[src/rtl/slot_alloc24.sv]
// slot_alloc24: 24-entry free-slot allocator.
// The lowest free slot is granted on request. Slots are returned on free.
// Every output is a register, so no input reaches an output combinationally.

// flo24: index of the lowest set bit in a 24-bit vector, or 31 if the vector is empty.
module flo24 (
   input  logic [23:0] vec_i,
   output logic [4:0]  idx_o
);
   // Scan from the top down so that the lowest set bit is the last one written.
   always_comb begin
      idx_o = 5'd31;
      for (int i = 23; i >= 0; i--) begin
         if (vec_i[i]) idx_o = 5'(i);
      end
   end
endmodule

module slot_alloc24 (
   input  logic        clk,
   input  logic        rst,
   input  logic        alloc_req,
   input  logic        free_v,
   input  logic [4:0]  free_tag,
   input  logic        flush,
   output logic        alloc_ack,
   output logic [4:0]  alloc_tag,
   output logic [23:0] free_map,
   output logic [4:0]  free_cnt,
   output logic        exhausted,
   output logic        all_free,
   output logic        err
);
   localparam logic [4:0] NONE = 5'd31;

   logic [23:0] free_map_q, free_map_d;
   logic [4:0]  free_cnt_q, free_cnt_d;
   logic        exhausted_q, exhausted_d;
   logic        all_free_q, all_free_d;
   logic        alloc_ack_q, alloc_ack_d;
   logic [4:0]  alloc_tag_q, alloc_tag_d;
   logic        err_q, err_d;

   logic [4:0]  lowest;
   logic [31:0] map_ext;
   logic        grant, free_ok;
   logic [23:0] grant_mask, free_mask;

   // The lowest free slot is taken from the registered map. A slot freed in
   // this cycle can therefore only be granted from the next cycle onward.
   flo24 u_flo (.vec_i(free_map_q), .idx_o(lowest));

   // Zero-extend the map so that tags 24..31 read back as "not free" without
   // an out-of-range index.
   assign map_ext = {8'h00, free_map_q};

   // Grant and free decoding. A legal free can never target the granted slot,
   // because the granted slot is free before the edge.
   always_comb begin
      grant      = alloc_req && (lowest != NONE);
      free_ok    = free_v && (free_tag < 5'd24) && !map_ext[free_tag];
      grant_mask = grant   ? (24'd1 << lowest)   : 24'd0;
      free_mask  = free_ok ? (24'd1 << free_tag) : 24'd0;
   end

   // Next state. Flush overrides both grant and free.
   always_comb begin
      free_map_d  = (free_map_q & ~grant_mask) | free_mask;
      free_cnt_d  = free_cnt_q;
      unique case ({grant, free_ok})
         2'b10:   free_cnt_d = free_cnt_q - 5'd1;
         2'b01:   free_cnt_d = free_cnt_q + 5'd1;
         default: free_cnt_d = free_cnt_q;
      endcase
      alloc_ack_d = grant;
      alloc_tag_d = grant ? lowest : NONE;
      err_d       = free_v && !free_ok;
      if (flush) begin
         free_map_d  = 24'hFFFFFF;
         free_cnt_d  = 5'd24;
         alloc_ack_d = 1'b0;
         alloc_tag_d = NONE;
         err_d       = 1'b0;
      end
      exhausted_d = (free_cnt_d == 5'd0);
      all_free_d  = (free_cnt_d == 5'd24);
   end

   // State registers with synchronous reset. Reset drops any grant in flight.
   always_ff @(posedge clk) begin
      if (rst) begin
         free_map_q  <= 24'hFFFFFF;
         free_cnt_q  <= 5'd24;
         exhausted_q <= 1'b0;
         all_free_q  <= 1'b1;
         alloc_ack_q <= 1'b0;
         alloc_tag_q <= NONE;
         err_q       <= 1'b0;
      end else begin
         free_map_q  <= free_map_d;
         free_cnt_q  <= free_cnt_d;
         exhausted_q <= exhausted_d;
         all_free_q  <= all_free_d;
         alloc_ack_q <= alloc_ack_d;
         alloc_tag_q <= alloc_tag_d;
         err_q       <= err_d;
      end
   end

   assign free_map  = free_map_q;
   assign free_cnt  = free_cnt_q;
   assign exhausted = exhausted_q;
   assign all_free  = all_free_q;
   assign alloc_ack = alloc_ack_q;
   assign alloc_tag = alloc_tag_q;
   assign err       = err_q;
endmodule

[config.mk]
export PLATFORM = sky130hd
export DESIGN_NAME = slot_alloc24
export DESIGN_NICKNAME = d
export VERILOG_FILES = /design/src/rtl/slot_alloc24.sv
export SDC_FILE = /design/constraint.sdc
export NUM_CORES = 1
export LEC_CHECK = 0
export BUFFER_PORTS_ARGS = -buffer_cell sky130_fd_sc_hd__buf_2
export CAP_MARGIN = 30
export CORE_UTILIZATION = 53
export DETAILED_ROUTE_END_ITERATION = 7
export PLACE_DENSITY_LB_ADDON = 0.15
export REMOVE_ABC_BUFFERS = 1
export SLEW_MARGIN = 20
export SYNTH_ARGS = -nofsm -noshare
export SYNTH_HDL_FRONTEND = slang
export SYNTH_HIERARCHICAL = 1
export SYNTH_SLANG_ARGS = --single-unit
export TNS_END_PERCENT = 50
[constraint.sdc]
create_clock -name clk -period 4.25 [get_ports clk]
set_clock_uncertainty 0.05 [all_clocks]
set_input_delay 0.6375 -clock clk [delete_from_list [all_inputs] [get_ports clk]]
set_output_delay 0.6375 -clock clk [all_outputs]
set_load 0.005 [all_outputs]
== Word level (Yosys, flattened, before mapping) ==
Index checks and enable logic that the tools add are counted.

* Register bits: 38
* Output and inout bits: 38

* Add/sub/neg operators: 2
* Order comparisons: 2
* Equal/unequal tests: 4
* Shift operators: 2
* Multiplexer cells: 30
* Bitwise operators: 4
* Reductions and logical operators: 9

{| class="wikitable"
|+ Operators by type and width
! kind !! count
|-
| two-way mux 5 bit || 17
|-
| two-way mux 24 bit || 2
|-
| << shifter 1 x 5 -> 24 bit (first input constant) || 2
|-
| two-way mux 4 bit || 8
|-
| AND 24 bit || 1
|-
| NOT 24 bit || 1
|-
| OR 24 bit || 1
|-
| one-hot mux 5 bit (2 select lines) || 1
|-
| less-than comparator 5 x 6 -> 1 bit (second input constant) || 1
|-
| adder 5 x 1 -> 5 bit (second input constant) || 1
|-
| binary-select mux 1 bit (select 5 bit) || 1
|-
| equality test 5 bit (second input constant) || 1
|-
| logical NOT 5 bit || 1
|-
| less-than comparator 5 bit (second input constant) || 1
|-
| inequality test 5 bit (second input constant) || 1
|-
| subtractor 5 x 1 -> 5 bit (second input constant) || 1
|-
| logical AND 1 bit || 4
|-
| OR reduction 3 bit || 1
|-
| equality test 2 x 1 -> 1 bit (second input constant) || 1
|-
| equality test 2 bit (second input constant) || 1
|-
| logical NOT 1 bit || 2
|-
| OR reduction 2 bit || 1
|-
| two-way mux 1 bit || 1
|-
| NOT 1 bit || 1
|}

== Longest topological paths before layout ==
Gate-level depths: netlist (run 1).

* Depth in word-level cells: 30
* Gate-level depth with buffers: 14
* Gate-level depth less buffers: 14

== Modules after synthesis ==
Netlist (run 1), hierarchy kept.

{| class="wikitable"
|+ Modules (own cells, without submodules)
! module !! instances !! cells an instance !! area each (sq um) !! seq. area each (sq um)
|-
| slot_alloc24 || 1 || 192 || 1830.5 || 760.7
|-
| flo24 || 1 || 47 || 251.5 || 0.0
|}

== Worst setup path after synthesis (run 1) ==
Ideal clock, no wire load.

* Path type: register to register
* Start point: reg free_map_q[15] (netlist: free_map[15])
* End point: reg all_free_q (netlist: all_free)
* Arrival time: 3470 ps
* Required time: 4140 ps
* Slack: 670 ps
* Cell stages (with the launch flop): 15
* Path buffers: 0
* Clock period less this slack: 3580 ps
* Path through: dfxtp_1 -> nor2_1 -> o211ai_1 -> a31oi_1 -> a2111oi_0 -> nand2_1 -> o21ai_0 -> ha_1 -> inv_1 -> fa_1 -> a21o_1 -> a21oi_1 -> mux2i_1 -> mux2i_1 -> and3_1

* Word-level cells in the longest chain between the ends: 22
* Elaborated cells between the ends (all ways): 27
* Classes of those cells: 4 x eq/ne; 20 x mux; 3 x reduce/logical

{| class="wikitable"
|+ RTL lines
! element !! RTL line !! text
|-
| start, declared || 36 || <nowiki>logic [23:0] free_map_q, free_map_d;</nowiki>
|-
| start signal, assigned || 100 || <nowiki>free_map_q <= free_map_d;</nowiki>
|-
| two-way mux 5 bit (*) (16 in a row) || 14 || <nowiki>if (vec_i[i]) idx_o = 5'(i);</nowiki>
|-
| named net lowest[1] || 44 || <nowiki>logic [4:0] lowest;</nowiki>
|-
| inequality test 5 bit (*) || 60 || <nowiki>grant = alloc_req && (lowest != NONE);</nowiki>
|-
| logical AND 1 bit (*) || 60 ||
|-
| equality test 2 x 1 -> 1 bit or equality test 2 bit (tied branches) || 70 || <nowiki>unique case ({grant, free_ok})</nowiki>
|-
| one-hot mux 5 bit (2 select lines) (*) || 70 ||
|-
| two-way mux 5 bit (*) || 78 || <nowiki>if (flush) begin</nowiki>
|-
| equality test 5 bit (*) || 86 || <nowiki>all_free_d = (free_cnt_d == 5'd24);</nowiki>
|-
| end signal, assigned || 103 || <nowiki>all_free_q <= all_free_d;</nowiki>
|-
| end, declared || 39 || <nowiki>logic all_free_q, all_free_d;</nowiki>
|}

The timed path passes the listed nets; every way through them passes the cells marked *. The select of a mux whose other input is x is not followed.
A chain may end at the register's enable or synchronous reset.

== Worst setup path after layout (run 1) ==
Ends and elaborated chain as after synthesis.

==> results.cfg, run 1 <==
[status]
status = complete, no violations

[worst_hold_path]
hold_path_class = reg2reg
holdPathStages = 2

[layout]
final_cells = 335
layout_commonest_cell = buf_2
fin_util_pct = 65.7
drive_gt1_share_pct = 25.1
final_cell_mix = buf_2 (47), dfxtp_1 (38), o21ai_0 (31)
final_nets = 301
n_antenna_cell = 0
final_area_sq_um = 2440
area_growth_pct = 17.2
fillers = 344

[drt]
wl_per_cell_microns = 17.8
drtPass1Iterations = 5
vias_per_cell = 6.44
antenna_left = 0
drt_first_iter_violations = 258
wl_mm = 5.98
via_count = 2159
route.detailed.drc = 0

[logic_synthesis]
ys_async_sr_fraction_pct = 0
ys_seq_elements = 38
yosysWarnings = 6
synth_edf_count = 0
synthCells = 239
avgSynthCellArea_sq_um = 8.71
ys_types = 49
ys_seq_area_share_pct = 36.5
synth-main-ff-cell = dfxtp_1
synth_area_sq_um = 2080

[global_routing]
grtUsageTotal_pct = 29.5
antenna_found_initial = 0
grt_pass1_wl_mm = 9.35
grt_overflow = 0
grt_start_max_net_pins = 32
grt_pass1_vias = 1907

[pwr]
static-leakage-power_nw = 0.934
power_density_nw_per_um2 = 293
vdd_ir_drop_max_uv = 247
p_total_mw = 0.716

[worst_setup_path]
cp.buffers_inverters = 2
arrival_ps = 4120
crit_fanout = 7
end_kind = flip-flop
crit_cells = 15
crit_type = reg2reg
crit_required_ps = 4440
path_cells = nor2_1, o211ai_1, a31oi_1, a2111oi_0, buf_4, nand2_1, o21ai_0, ha_1, inv_1, fa_1, a21o_1, a21oi_1, mux2i_1, mux2i_1, and3_1
cp_slowest_cell = dfxtp_1
crit_path_start_kind = flip-flop
crit_family = compound AO/OA/AOI/OAI gates
reg2reg_depth = 15
max_stage_delay_ps = 440
crit_path_frequent_cell = mux2i_1

[cts]
cts_setup_buffers = 0
clk_latency_ps = 290
clk_pin_slew_ps = 80
cts_max_level = 2
ctsResizeCount = 0
clockBufferDepth = 2
clock_sinks = 38
cts_root_buf = clkbuf_8
cts_hold_buf = 0
cts_buffers = 5
cts_tree = built

[placement]
dp.cells = 327
finalWeightedCongestion = 0.955
portBuffers = 47
placed_cell_area_sq_um = 2350
dp_hpwl_mm = 4.20

[die]
design.portCount = 48
initial_utilization_pct = 56.0
die_w_microns = 64.7
fp.dieArea_sq_um = 4180
die_h_microns = 64.7
core_area_sq_um = 3720
rows = 22

[timing]
setup_viol = 0
worst_pin_slew_ps = 443
rsz0062_at_grt = false
finalSetupTns_ps = 0
period_share_pct = 92.6
period_needed_ps = 3930
slew_viol_final = 0
hold_violations = 0
maxSlewHeadroom_pct = 70.2
timing.fmax_mhz = 254

[flow_run]
drv_cap = 0
-- stage by stage --
stage | hold slack, ps | setup WS (ps)
4_1_cts | 515 | 364
5_1_grt | 516 | 93.1
2_1_floorplan | 466 | 670
3_3_place_gp | 503 | 412
6_report | 514 | 316
3_5_place_dp | 509 | 284
-- where the power goes --
| group | switching, mW | internal, mW |
|---|---|---|
| sequential | 0.00560 | 0.364 |
| clock | 0.127 | 0.131 |
| combinational | 0.0530 | 0.0361 |
-- layer usage --
metal	wire [microns]	global-route usage, %	vias up
li1	-	-	991
met1	2630	40.5	1013
met2	2640	43.3	140
met3	590	7.92	15
met4	124	12.8	0
met5	0	0	-
-- final timing paths --
kind,startpoint,to,slack [ps]
worst max-delay path,free_map[15],all_free,320
worst min-delay path,free_cnt[3],free_cnt[3],510
worst max register to register,free_map[15],all_free,320
worst min register to register,free_cnt[3],free_cnt[3],510
-- cells in the mapped netlist, types with 3 or more instances --
library cell	n	area, sq um
dfxtp_1	38	761
o21ai_0	31	155
nor2_1	25	93.8
o211ai_1	18	135
nand2_1	14	52.6
a21oi_1	9	45.0
mux2i_1	8	80.1
nand2b_1	8	50.1
nand3_1	7	35.0
clkbuf_1	6	22.5
inv_1	6	22.5
nand3b_1	6	45.0
o22ai_1	6	37.5
nor4_1	5	31.3
ha_1	4	50.1
nor2b_1	4	25.0
o211ai_2	4	50.1
and3_1	3	18.8
or2_2	3	18.8
-- kinds of logic (layout without fill, tap and decap cells) --
family,count (synthesis),after routing,share of synthesized area (%)
simple gates,85,85,21.6
compound gates,81,81,26.1
flops,38,38,36.5
buf+inv,15,63,3.24
mux,13,13,8.35
fa+ha+maj,5,5,3.37
xor+xnor,2,2,0.841
-- tightest hold or removal path, delay by kind of cell (launching register included) --
family             cells  cell delay, ps
and+or+nand+nor        1              70
AOI/OAI and AO/OA      1             110
DFF                    1             320
-- state kept, by name (all words and copies together) (netlist names) --
signal,cells
exhausted,1
err,1
alloc_ack,1
alloc_tag,5
free_cnt,5
all_free,1
free_map,24
-- final cells by class --
type                       count  area (sq um)  area share [%]
timing repair buffer          49           250            10.3
sequential                    38           761            31.2
multi-input combinational    186          1260            51.5
inverter                       6          22.5           0.923
tap                           48          60.1            2.46
clock inverter                 1          5.00           0.205
clock buffer                   7          86.3            3.54
No activity file was read; power rests on OpenSTA's default activity.
==> run 2: changes to the inputs <==
Settings changed: CORE_UTILIZATION 53 to 48, REMOVE_ABC_BUFFERS 1 to unset.
Clock period 4.25 ns to 3.4 ns, I/O delays scaled along.
==> run 2 against run 1 <==
Net effect:
- wire length is 8.6% higher
- design area is 19% higher
- sequential power is 25% higher
- global-route usage hardly changed
- critical path type unchanged
- cell count is 13% higher
- highest routed layer unchanged
- register-to-register slack worse by 220 ps
- critical endpoint unchanged
==> results.cfg, run 2 (synthesized netlist as in run 1, its figures left out) <==
[status]
status = complete, no violations

[drt]
drtPass1Iterations = 4
drt_first_iter_violations = 183
via_count = 2266
wl_mm = 6.49
route.detailed.drc = 0
antenna_left = 0
wl_per_cell_microns = 17.1
vias_per_cell = 5.96

[worst_setup_path]
cp_slowest_cell = or4_4
crit_required_ps = 3590
crit_fanout = 4
max_stage_delay_ps = 550
crit_path_start_kind = flip-flop
crit_type = reg2reg
path_cells = or4_4, a21oi_4, o221ai_2, o311a_1, nand2_1, o21ai_1, buf_4, ha_2, inv_2, ha_1, a21o_1, a21oi_2, mux2i_1, mux2i_1, and3_1
arrival_ps = 3490
crit_path_frequent_cell = mux2i_1
end_kind = flip-flop

[placement]
portBuffers = 47
dp.cells = 371
dp_hpwl_mm = 4.60
placed_cell_area_sq_um = 2670
place_ws_ps = -119
finalWeightedCongestion = 0.921

[layout]
n_antenna_cell = 0
ff_latch_area_sq_um = 773
final_nets = 346
largest_reg_flops = 24
final_cell_mix = buf_2 (47), buf_4 (47), dfxtp_1 (32)
area_growth_pct = 39.3
multiInputGateArea_sq_um = 1370
drive_gt1_share_pct = 42.4
final_area_sq_um = 2900
fillers = 338
final_cells = 380

[die]
die_h_microns = 67.9
rows = 23
die_w_microns = 67.9
initial_utilization_pct = 50.9
core_area_sq_um = 4090
design.portCount = 48
fp.dieArea_sq_um = 4600

[pwr]
swShare_pct = 26.0
p_sw_mw = 0.235
vdd_ir_drop_max_uv = 184
pwr-share-clk_pct = 34.4
power.internal_mw = 0.668
combPwrFrac_pct = 14.6
p_total_mw = 0.903
static-leakage-power_nw = 1.14
power_density_nw_per_um2 = 311
pwr-share-seq_pct = 51.0

[logic_synthesis]
syn_nets = 254

[flow_run]
drv_cap = 0

[cts]
clock_sinks = 38
cts_buffers = 5
clockBufferDepth = 2
cts_tree = built
cts_max_level = 2
clk_pin_slew_ps = 70
clk_latency_ps = 290
cts_hold_buf = 0
cts_root_buf = clkbuf_8

[global_routing]
antenna_found_initial = 0
grtUsageTotal_pct = 29.5
grt_pass1_vias = 2002
grt_pass1_wl_mm = 9.69
grt_start_max_net_pins = 18
grt_overflow = 0

[worst_hold_path]
hold_path_class = in2reg

[timing]
timing.fmax_mhz = 303
slew_viol_final = 0
setup_viol = 0
setup_slack_ps = 100
hold_violations = 0
finalSetupTns_ps = 0
maxSlewHeadroom_pct = 51.1
worst_pin_slew_ps = 733
period_share_pct = 97.1
period_needed_ps = 3300
-- run 2: cell types whose count changed in the layout (fill, tap and decap cells not counted), sizes merged --
cell and change:
clkinv -1, buf +45, clkbuf -1
-- run 2: area by class of cell --
| type | count | area share (%) |
|---|---|---|
| Clock buffer | 6 | 2.85 |
| Inverter | 6 | 0.777 |
| Multi-Input combinational cell | 186 | 47.3 |
| Sequential cell | 38 | 26.7 |
| Tap cell | 50 | 2.16 |
| Timing Repair Buffer | 94 | 20.3 |
-- run 2: path summary, 6_finish.rpt --
path	start	to	slack, ps	cells past startpoint
setup / recovery	free_map[9]	all_free	100	15
hold / removal	flush	exhausted	380	2
setup reg to reg	free_map[9]	all_free	100	15
hold reg to reg	free_map[23]	free_map[23]	510	2
-- run 2: worst max-delay path: cells and delay by family (launching register included) --
| kind | cells | cell delay [ps] |
|---|---|---|
| buffers and inverters | 2 | 230 |
| AND/OR/NAND/NOR | 3 | 840 |
| multiplexers | 2 | 540 |
| AO/OA/AOI/OAI | 6 | 790 |
| adder cells (fa/ha/maj) | 2 | 410 |
| flip-flops | 1 | 360 |
-- run 2: power groups by stage --
stage                     clock [mW]  sequential [mW]  combinational [mW]
final                          0.310            0.461               0.132
after global routing           0.335            0.462               0.144
after CTS                      0.315            0.462               0.124
after detailed placement           0            0.472               0.122
after global placement             0            0.472               0.121
after floorplan                    0            0.473              0.0732
-- run 2: what timing repair did --
item | 4_1_cts | 5_1_grt
setup endpoints to repair | 2 | 4
gates resized for setup | 6 | 24
setup buffers | 0 | 3
pin swaps | 1 | 12
gates cloned | 0 | 0
-- run 2: per-layer routing --
metal	track usage [%]	wire, microns
met2	45.3	3010
met1	39.5	2800
met5	0	0
met4	13.0	158
met3	6.50	514
-- run 2: per-stage QoR --
stage,hold slack (ps),util [%]
final,383,71.0
after global routing,395,71.0
after CTS,379,68.3
after detailed placement,491,65.4
after global placement,488,65.4
after floorplan,466,-
